$ cat config.mk
export PLATFORM = sky130hd
export DESIGN_NAME = pulse_stretcher_mc
export DESIGN_NICKNAME = d
export VERILOG_FILES = /design/src/rtl/pulse_stretcher_pkg.sv /design/src/rtl/pulse_stretcher_ch.sv /design/src/rtl/pulse_stretcher_mc.sv
export SDC_FILE = /design/constraint.sdc
export NUM_CORES = 1
export LEC_CHECK = 0
export CORE_UTILIZATION = 40
export CTS_BUF_LIST = sky130_fd_sc_hd__clkbuf_4 sky130_fd_sc_hd__clkbuf_8
export DETAILED_ROUTE_END_ITERATION = 16
export GPL_TIMING_DRIVEN = 0
export PLACE_DENSITY = 0.68
export SYNTH_ARGS = -nofsm -noshare
export SYNTH_HDL_FRONTEND = slang
export SYNTH_SLANG_ARGS = --single-unit
export TNS_END_PERCENT = 10
$ cat constraint.sdc
create_clock -name clk -period 1.7 [get_ports clk]
set_input_delay 0.34 -clock clk [delete_from_list [all_inputs] [get_ports clk]]
set_output_delay 0.34 -clock clk [all_outputs]
set_load 0.01 [all_outputs]
$ cat src/rtl/pulse_stretcher_pkg.sv
// pulse_stretcher_pkg: shared state type and default sizing for the multi-channel pulse stretcher
package pulse_stretcher_pkg;
  typedef enum logic {IDLE, STRETCH} ps_state_t;
  localparam int DEF_NUM_CH = 4;
  localparam int DEF_CNT_W = 8;
endpackage

$ cat src/rtl/pulse_stretcher_ch.sv
// pulse_stretcher_ch: one channel of edge detect, countdown FSM and registered pulse/done outputs
module pulse_stretcher_ch
  import pulse_stretcher_pkg::*;
#(
  parameter int CNT_W = DEF_CNT_W
) (
  input  logic             clk,
  input  logic             rstn,
  input  logic             en,
  input  logic             retrig,
  input  logic             in,
  input  logic [CNT_W-1:0] delay_value,
  output logic             pulse_out,
  output logic             done
);
  logic in_d;
  logic [CNT_W-1:0] cnt;
  ps_state_t state;
  logic trig;
  logic dv_ok;
  assign trig = in & ~in_d & en;
  assign dv_ok = |delay_value;
  // a zero delay never leaves IDLE and never reloads, so cnt stays in 1..max while stretching
  always_ff @(posedge clk or negedge rstn) begin
    if (!rstn) begin
      in_d <= 1'b0;
      cnt <= '0;
      state <= IDLE;
      pulse_out <= 1'b0;
      done <= 1'b0;
    end else begin
      in_d <= in;
      done <= 1'b0;
      if (state == IDLE) begin
        if (trig && dv_ok) begin
          cnt <= delay_value;
          state <= STRETCH;
          pulse_out <= 1'b1;
        end
      end else if (trig && retrig && dv_ok) begin
        cnt <= delay_value;
      end else if (cnt == CNT_W'(1)) begin
        state <= IDLE;
        pulse_out <= 1'b0;
        done <= 1'b1;
      end else begin
        cnt <= cnt - 1'b1;
      end
    end
  end
endmodule

$ cat src/rtl/pulse_stretcher_mc.sv
// pulse_stretcher_mc: NUM_CH independent pulse stretchers with a shared enable/retrigger mode and busy flag
module pulse_stretcher_mc
  import pulse_stretcher_pkg::*;
#(
  parameter int NUM_CH = DEF_NUM_CH,
  parameter int CNT_W = DEF_CNT_W
) (
  input  logic              clk,
  input  logic              rstn,
  input  logic              en,
  input  logic              retrig,
  input  logic [NUM_CH-1:0] in,
  input  logic [CNT_W-1:0]  delay_value [NUM_CH],
  output logic [NUM_CH-1:0] pulse_out,
  output logic [NUM_CH-1:0] done,
  output logic              busy
);
  for (genvar i = 0; i < NUM_CH; i++) begin : g_ch
    pulse_stretcher_ch #(.CNT_W(CNT_W)) u_ch (
      .clk(clk),
      .rstn(rstn),
      .en(en),
      .retrig(retrig),
      .in(in[i]),
      .delay_value(delay_value[i]),
      .pulse_out(pulse_out[i]),
      .done(done[i])
    );
  end
  assign busy = |pulse_out;
endmodule

* After elaboration in Yosys (flattened, before gate mapping)
Cells that the tools add are included.
** Word-level totals
- Bits of input ports :: 40
- Register bits :: 48
- Logic and storage cells :: 141
- Output and inout port bits :: 9
** Cells by class
- Equality and inequality tests :: 16
- Add/sub/neg operators :: 4
- Reductions and logical operators :: 29
- Bitwise gates (word level) :: 12
- Muxes and demuxes :: 60
** Operators by type and width (number)
- two-way mux 8 bit :: 16
- two-way mux 1 bit :: 44
- == test 8 x 1 -> 1 bit, second input constant :: 4
- OR reduction 8 bit :: 4
- subtractor 8 x 1 -> 8 bit, second input constant :: 4
- != test 2 bit, second input constant :: 8
- logical AND 1 bit :: 12
- != test 3 bit, second input constant :: 4
- AND reduction 3 bit :: 4
- AND 1 bit :: 8
- AND reduction 2 bit :: 4
- nonzero test 2 bit :: 4
- inverter 1 bit :: 4
- OR reduction 4 bit :: 1

* Logic depth before layout (Yosys ltp)
Gate-level depths: netlist (run 1).
- Depth after elaboration :: 7
- Mapped depth :: 9
- Depth with buffers taken out :: 8

* By module
Synthesis (run 1) repeated with hierarchy kept, for this count alone.
** Unflattened totals
- Cells, all modules :: 337
- Area, all modules :: 3245.6 sq um
** Modules (own cells, without submodules)
- pulse_stretcher_ch :: sequential area each 300.3 sq um, times used 4, area each 809.5 sq um, cells an instance 84
- pulse_stretcher_mc :: sequential area each 0.0 sq um, times used 1, area each 7.5 sq um, cells an instance 1

* Worst setup path after synthesis (run 1)
No wires, ideal clock.
- Path kind :: reg-to-reg
- From :: register g_ch[0].u_ch.cnt[1]
- To :: register g_ch[0].u_ch.cnt[1]
- Path buffers :: 0
- Arrival :: 1755 ps
- Library setup time :: 87 ps
- Period minus slack after synthesis :: 1842 ps
- Required time :: 1613 ps
- Path slack :: -142 ps
- Stages on the path, launching flop included :: 9
- Cell sequence :: dfrtp_1 inv_1 ha_1 or3b_2 o21a_1 nor2_2 inv_2 o21a_1 a22oi_1
** On the way
- Longest elaborated chain between the ends :: 4
- Elaborated cells between the ends (all ways) :: 7
- Those cells by class :: add/sub: 1; eq/ne: 2; mux: 3; reduce/logical: 1
** Ends and longest elaborated chain
- start, declared :: line pulse_stretcher_ch.sv:17 : logic [CNT_W-1:0] cnt;
- start signal, assigned :: line pulse_stretcher_ch.sv:36 : cnt <= delay_value;
- start signal, assigned :: line pulse_stretcher_ch.sv:41 : cnt <= delay_value;
- start signal, assigned :: line pulse_stretcher_ch.sv:47 : cnt <= cnt - 1'b1;
- subtractor 8 x 1 -> 8 bit :: line pulse_stretcher_ch.sv:47
- two-way mux 8 bit :: line pulse_stretcher_ch.sv:42 : end else if (cnt == CNT_W'(1)) begin
- two-way mux 8 bit :: line pulse_stretcher_ch.sv:40 : end else if (trig && retrig && dv_ok) begin
- two-way mux 8 bit :: line pulse_stretcher_ch.sv:34 : if (state == IDLE) begin
Several ways; a longest one is shown, not always the timed one. The select of a mux whose other input is x is not followed.
A chain may end at the register's enable or synchronous reset.

* Final worst setup path (run 1)
- From :: input delay_value[31] (netlist bit)
- To :: register g_ch[0].u_ch.cnt[3]
** On the way
- Longest elaborated chain between the ends :: 4
- Elaborated cells between the ends (all ways) :: 8
- Those cells by class :: eq/ne: 1; mux: 2; reduce/logical: 5
** Ends and longest elaborated chain
- start, declared :: line pulse_stretcher_mc.sv:13 : input logic [CNT_W-1:0] delay_value [NUM_CH],
- OR reduction 8 bit * :: line pulse_stretcher_ch.sv:22 : assign dv_ok = |delay_value;
- logical AND 1 bit, on equally long branches :: line pulse_stretcher_ch.sv:40, pulse_stretcher_ch.sv:35
- != test 3 bit (no line), or another cell as far along
- AND reduction 2 bit (no line) / two-way mux 8 bit (equally long branches)
Every way passes the cells marked *; elsewhere a longest branch is shown, timed or not.

==> results of run 1 <==
[worst max-delay path, stage by stage]
cell	delay, ps
clkdlybuf4s50_1	520
nor4_4	60
buf_4	160
a211oi_2	310
nand2b_1	190
buf_6	160
mux2i_1	190
o22ai_1	100
[placed cells by master, fill, tap and decap left out, drive strengths merged, types with 6 or more instances in the layout]
cell type and n:
clkbuf 8, dlymetal6s2s 6, nand2 30, clkdlybuf4s50 17, dfrtp 48, mux2i 15, a21oi 28, nor2 20
nand3 7, o22ai 8, nor4 10, inv 20, ha 8, a211oi 11, nor3 10, o21ai 16
dlygate4sd2 17, a311oi 10, buf 60
[metrics by stage]
| step | setup TNS [ps] | util | instance area (µm²) | hold slack (ps) | instances |
|---|---|---|---|---|---|
| CTS | -518 | 0.584 | 4210 | 426 | 509 |
| global placement | -83100 | 0.500 | 3610 | 544 | 465 |
| floorplan | -118 | - | 3010 | 44.4 | 319 |
| finish | -1320 | 0.606 | 4370 | 373 | 516 |
| global route | -2660 | 0.606 | 4370 | 414 | 516 |
| detailed placement | -26010 | 0.502 | 3620 | 262 | 466 |
[report_power, final]
part           leakage [nW]  internal (mW)  switching (mW)  total [mW]
clock                0.0548          0.444           0.434       0.879
sequential            0.547           1.64           0.593        2.23
combinational          1.29           1.63            1.62        3.25
total                  1.89           3.71            2.65        6.36
[state kept, by name, indices dropped and copies added (netlist names)]
signal / flops
g_ch.u_ch.cnt: 32
g_ch.u_ch.done: 4
g_ch.u_ch.in_d: 4
g_ch.u_ch.pulse_out: 4
g_ch.u_ch.state: 4
[layout make-up]
class / instances / area (µm²) / area share
Timing Repair Buffer: 90 / 796 / 0.182
Clock buffer: 5 / 68.8 / 0.0157
Clock inverter: 3 / 46.3 / 0.0106
Tap cell: 99 / 124 / 0.0283
Buffer: 15 / 105 / 0.0240
Multi-Input combinational cell: 237 / 1950 / 0.446
Sequential cell: 48 / 1210 / 0.277
Inverter: 19 / 73.8 / 0.0169
[logic make-up after synthesis]
logic type | share of synthesized area
AND/OR/NAND/NOR | 0.206
AO/OA/AOI/OAI | 0.238
flip-flops | 0.403
buffers and inverters | 0.0575
multiplexers | 0.0541
adder cells (fa/ha/maj) | 0.0336
XOR/XNOR | 0.00881
[routing by layer]
metal | track usage | up-vias | wire, µm
met1 | 0.293 | 1406 | 3730
met5 | 0 | - | 0
met2 | 0.377 | 85 | 4230
met4 | 0.0733 | 0 | 142
li1 | - | 1390 | -
met3 | 0.0373 | 16 | 322
[final timing paths]
| path | start | endpoint | slack (ps) | depth (start not counted) |
|---|---|---|---|---|
| min in group asynchronous | rstn | g_ch[2].u_ch.cnt[4] | 460 | 2 |
| worst min-delay path | delay_value[13] | g_ch[2].u_ch.cnt[5] | 370 | 3 |
| worst min register to register | g_ch[3].u_ch.cnt[1] | g_ch[3].u_ch.cnt[1] | 570 | 2 |
| worst max register to register | g_ch[1].u_ch.cnt[6] | g_ch[1].u_ch.cnt[7] | -130 | 6 |
| max in group asynchronous | rstn | g_ch[0].u_ch.cnt[0] | 730 | 3 |
| worst max-delay path | delay_value[31] | g_ch[0].u_ch.cnt[3] | -140 | 8 |
[repair_timing]
item,4_1_cts,5_1_grt
endpoints found under the hold margin,12,0
pin swaps,31,16
hold buffers,1,0
buffers inserted,33,9
gates cloned,1,0
gates resized for setup,73,38
endpoints found under the setup margin,46,40
[synthesized netlist by cell type, drive strengths merged (4+ instances only)]
| library cell | n |
|---|---|
| dfrtp | 48 |
| nand2 | 30 |
| a21oi | 27 |
| nor2 | 20 |
| inv | 19 |
| o21ai | 16 |
| mux2i | 15 |
| a211oi | 11 |
| buf | 11 |
| a311oi | 10 |
| nor3 | 10 |
| nor4 | 10 |
| ha | 8 |
| o22ai | 8 |
| nand3 | 7 |
| clkbuf | 5 |
| nor2b | 5 |
| or4 | 5 |
| nand2b | 4 |
| o21a | 4 |
==> impl_metrics.toml, run 1 <==
[logic_synthesis]
syn_area_per_cell_um2 = 9.35
yosys.area.top_type = "dfrtp_1"
syn_inst = 319
synth_top_area_share = 0.403
syn_area_um2 = 2980
seq_area_frac_synth = 0.403
yosys_warnings = 0
synth_nets = 367
synth_edf_count = 0
synth_area_leaders = "dfrtp_1 40%, mux2i_1 5.0%, a21oi_1 4.0%"
synth.ff_latch_count = 48
ys.flop_type = "dfrtp_1"
ys_types = 66
synth_async_sr_flop_share = 1.00

[layout]
drive_above_1_share = 0.333
nFillCells = 603
antenna_cells = 0
area_growth_pct = 46.7
nets = 464

[place]
port_buffers = 47
place_congestion = 0.860
post-place-ws_ps = -837
dpl.hpwl_mm = 5.20

[clock_network]
root_buffer = "clkbuf_8"
cts_tree = "built"
numCtsBuffers = 5
clkSlewWorstSetupHoldPaths_ps = 100
clk_latency_ps = 310
clkSinkCount = 48
cts_buffer_depth = 2
htreeDepth = 2

[global_route]
grt_max_degree = 37
grt_usage = 0.224
antenna_found_initial = 0
grt_first_pass_wirelength_mm = 13.6
grt_pass1_vias = 2919
overflow = 0

[min_path]
hp-class = "in2reg"

[sta]
finalCritPeriodShare = 1.08
hold_viol_final = 0
slew_headroom = 0.572
setup_viol = 17
skew_ps = 8.75
worst_pin_slew_ps = 642
drv_slew = 0
worst_slack_ps = -144
period_needed_ps = 1840
max_clock_freq_ghz = 0.542
rsz0062_at_grt = "yes"

[routing]
vias_per_cell = 5.61
wirelength_mm = 8.42
ant_nets = 0
drc = 0
wl_per_cell_um = 16.3
drt-initial-drc-count = 109
num_vias = 2897
dr.pass1.iters = 4

[pwr]
total_power_mw = 6.36
peakVddDrop_uv = 556
power_density_nw_per_um2 = 1450
p_leak_nw = 1.89

[floorplan]
core.rowCount = 31
die_x_um = 88.3
start_util = 0.413
fp.coreArea_um2 = 7210
ios = 49
die-height_um = 88.3
die_area_um2 = 7800

[setup_path]
path_class = "in2reg"
path_max_fanout = 9
start_kind = "input pin"
end_kind = "flip-flop"
crit_arrival_ps = 2030
required_ps = 1880

[outcome]
violations = "negative setup slack"
status = "finished with violations"

[flow_run]
cap_violations = 0
No activity file was read; power rests on OpenSTA's default activity.
==> run 2, diff against run 1 <==
Settings changed: CORE_MARGIN from default to 1.5.
==> run 2 against run 1 <==
Net effect: the flow still finishes with violations (negative setup slack); sequential share of layout area is 0.37 points lower; hold slack worse by 360 ps; first-iteration DRC count is 33% higher; non-clock buffer count is 2 higher; clock skew is 5.4 ps lower; cell count is 0.19% higher; largest power group unchanged; highest routed layer unchanged.
==> impl_metrics.toml, run 2 (same netlist as run 1, synthesis figures left out) <==
[pwr]
p_switching_mw = 2.69
seqPwrFrac = 0.333
p_leak_nw = 1.88
p_int_mw = 3.92
swShare = 0.407
p_comb_frac = 0.524
peakVddDrop_uv = 847
power_density_nw_per_um2 = 1500
pwr-share-clk = 0.142

[global_route]
antenna_found_initial = 0
grt_first_pass_wirelength_mm = 13.4
grt_pass1_vias = 2812
grt_max_degree = 26
overflow = 0
grt_usage = 0.217

[setup_path]
required_ps = 1950
r2r-start = "g_ch[0].u_ch.cnt[1]"
path_class = "reg2reg"
path_max_fanout = 6
start_kind = "flip-flop"
crit_arrival_ps = 2090
setup.worst_path.start = "g_ch[0].u_ch.cnt[1]"
regToRegSetupSlack_ps = -130
cp_cell_sequence = "inv_2 > ha_4 > or3b_4 > o21a_4 > nor2_4 > buf_6 > buf_6 > a221o_1"
r2r_cells = 8
crit_top_cell = "buf_6"
cp_slowest_cell = "dfrtp_1"
timing.rr.end = "g_ch[0].u_ch.cnt[5]"
end_kind = "flip-flop"
slowest_delay_ps = 400

[clock_network]
cts_tree = "built"
clk_latency_ps = 310
cts_buffer_depth = 2
root_buffer = "clkbuf_8"
numCtsBuffers = 5
htreeDepth = 2
clkSlewWorstSetupHoldPaths_ps = 100
clkSinkCount = 48

[routing]
wirelength_mm = 8.43
dr.pass1.iters = 5
drc = 0
ant_nets = 0
num_vias = 2935
drt-initial-drc-count = 145
vias_per_cell = 5.68
wl_per_cell_um = 16.3

[sta]
rsz0062_at_grt = "yes"
finalCritPeriodShare = 1.08
slew_headroom = 0.606
period_needed_ps = 1830
tns_ps = -972
skew_ps = 3.34
worst_pin_slew_ps = 591
max_clock_freq_ghz = 0.545
setup_viol = 22
hold_viol_final = 0
worst_slack_ps = -134
drv_slew = 0
timing.hold.ws_ps = 15.9

[floorplan]
die_x_um = 89.3
fp.coreArea_um2 = 7210
ios = 49
start_util = 0.413
die_area_um2 = 7980
die-height_um = 89.3
core.rowCount = 31

[place]
placed_cell_area_um2 = 3620
post-place-ws_ps = -867
place_congestion = 0.867
dpl.hpwl_mm = 5.33
port_buffers = 47

[flow_run]
cap_violations = 0

[outcome]
status = "finished with violations"
violations = "negative setup slack"

[min_path]
hp-class = "in2async"

[layout]
nets = 465
antenna_cells = 0
fin_util = 0.611
area_growth_pct = 47.9
largest_reg_flops = 32
fin_area_um2 = 4410
layout_common_cells = "49 x buf_4, 45 x dfrtp_1, 27 x nand2_1"
top_register = "g_ch.u_ch.cnt"
drive_above_1_share = 0.318
nFillCells = 632
mostFrequentLayoutCell = "buf_4"
## run 2: cell types whose count changed in the layout (fill, tap and decap cells not counted), moves of 3 or more
cell,before,now
inv_2,5,2
a21oi_2,3,0
clkbuf_8,5,8
dfrtp_1,40,45
a211oi_1,4,1
dlymetal6s2s_1,6,2
a211oi_2,4,7
o21ai_0,8,13
clkdlybuf4s50_1,17,21
dfrtp_2,8,3
o21ai_1,7,2
## run 2: worst max-delay path by stage
stage | endpoint | slack, ps | depth (start not counted)
after global placement | g_ch[2].u_ch.cnt[2] | -1190 | 1
after floorplan | g_ch[3].u_ch.cnt[1] | -30 | 6
after global routing | g_ch[0].u_ch.cnt[5] | -180 | 8
after CTS | g_ch[1].u_ch.cnt[0] | -90 | 6
after detailed placement | g_ch[2].u_ch.cnt[3] | -870 | 6
final | g_ch[0].u_ch.cnt[5] | -130 | 8
## run 2: worst max-delay path, delay by kind of cell, from the launching register on
kind	cells	cell delay, ps
and+or+nand+nor	2	540
DFF	1	400
AOI/OAI and AO/OA	2	390
buffers and inverters	3	300
adders and majority gates	1	140
## run 2: layout make-up
cell class,count,area (µm²),share of cell area
Inverter,19,78.8,0.0179
Buffer,15,101,0.0230
Sequential cell,48,1200,0.273
Clock inverter,1,30.0,0.00681
Clock buffer,7,96.3,0.0218
Multi-Input combinational cell,236,1940,0.440
Tap cell,99,124,0.0281
Timing Repair Buffer,92,836,0.190
## run 2: repair_timing
item,4_1_cts,5_1_grt
pin swaps,33,17
gates resized for setup,71,28
hold buffers,0,0
setup buffers,31,13
endpoints found under the setup margin,46,35
## run 2: power by group through the flow
stage | combinational, mW | sequential (mW) | clock [mW]
after global placement | 2.47 | 2.13 | 0
final | 3.46 | 2.20 | 0.941
after CTS | 3.04 | 2.12 | 0.951
after detailed placement | 2.55 | 2.15 | 0
after floorplan | 1.97 | 2.02 | 0
after global routing | 3.80 | 2.26 | 0.992
## run 2: routing by layer
layer / global-route usage / share of wire / up-vias
met1: 0.291 / 0.44 / 1439
met2: 0.353 / 0.49 / 89
met4: 0.0867 / 0.021 / 0
met3: 0.0342 / 0.046 / 17
li1: - / - / 1390
met5: 0 / 0 / -
## run 2: metrics by stage
step	power, mW	instances
2_1_floorplan	3.99	319
3_3_place_gp	4.60	465
3_5_place_dp	4.70	466
4_1_cts	6.10	505
5_1_grt	7.05	517
6_report	6.60	517
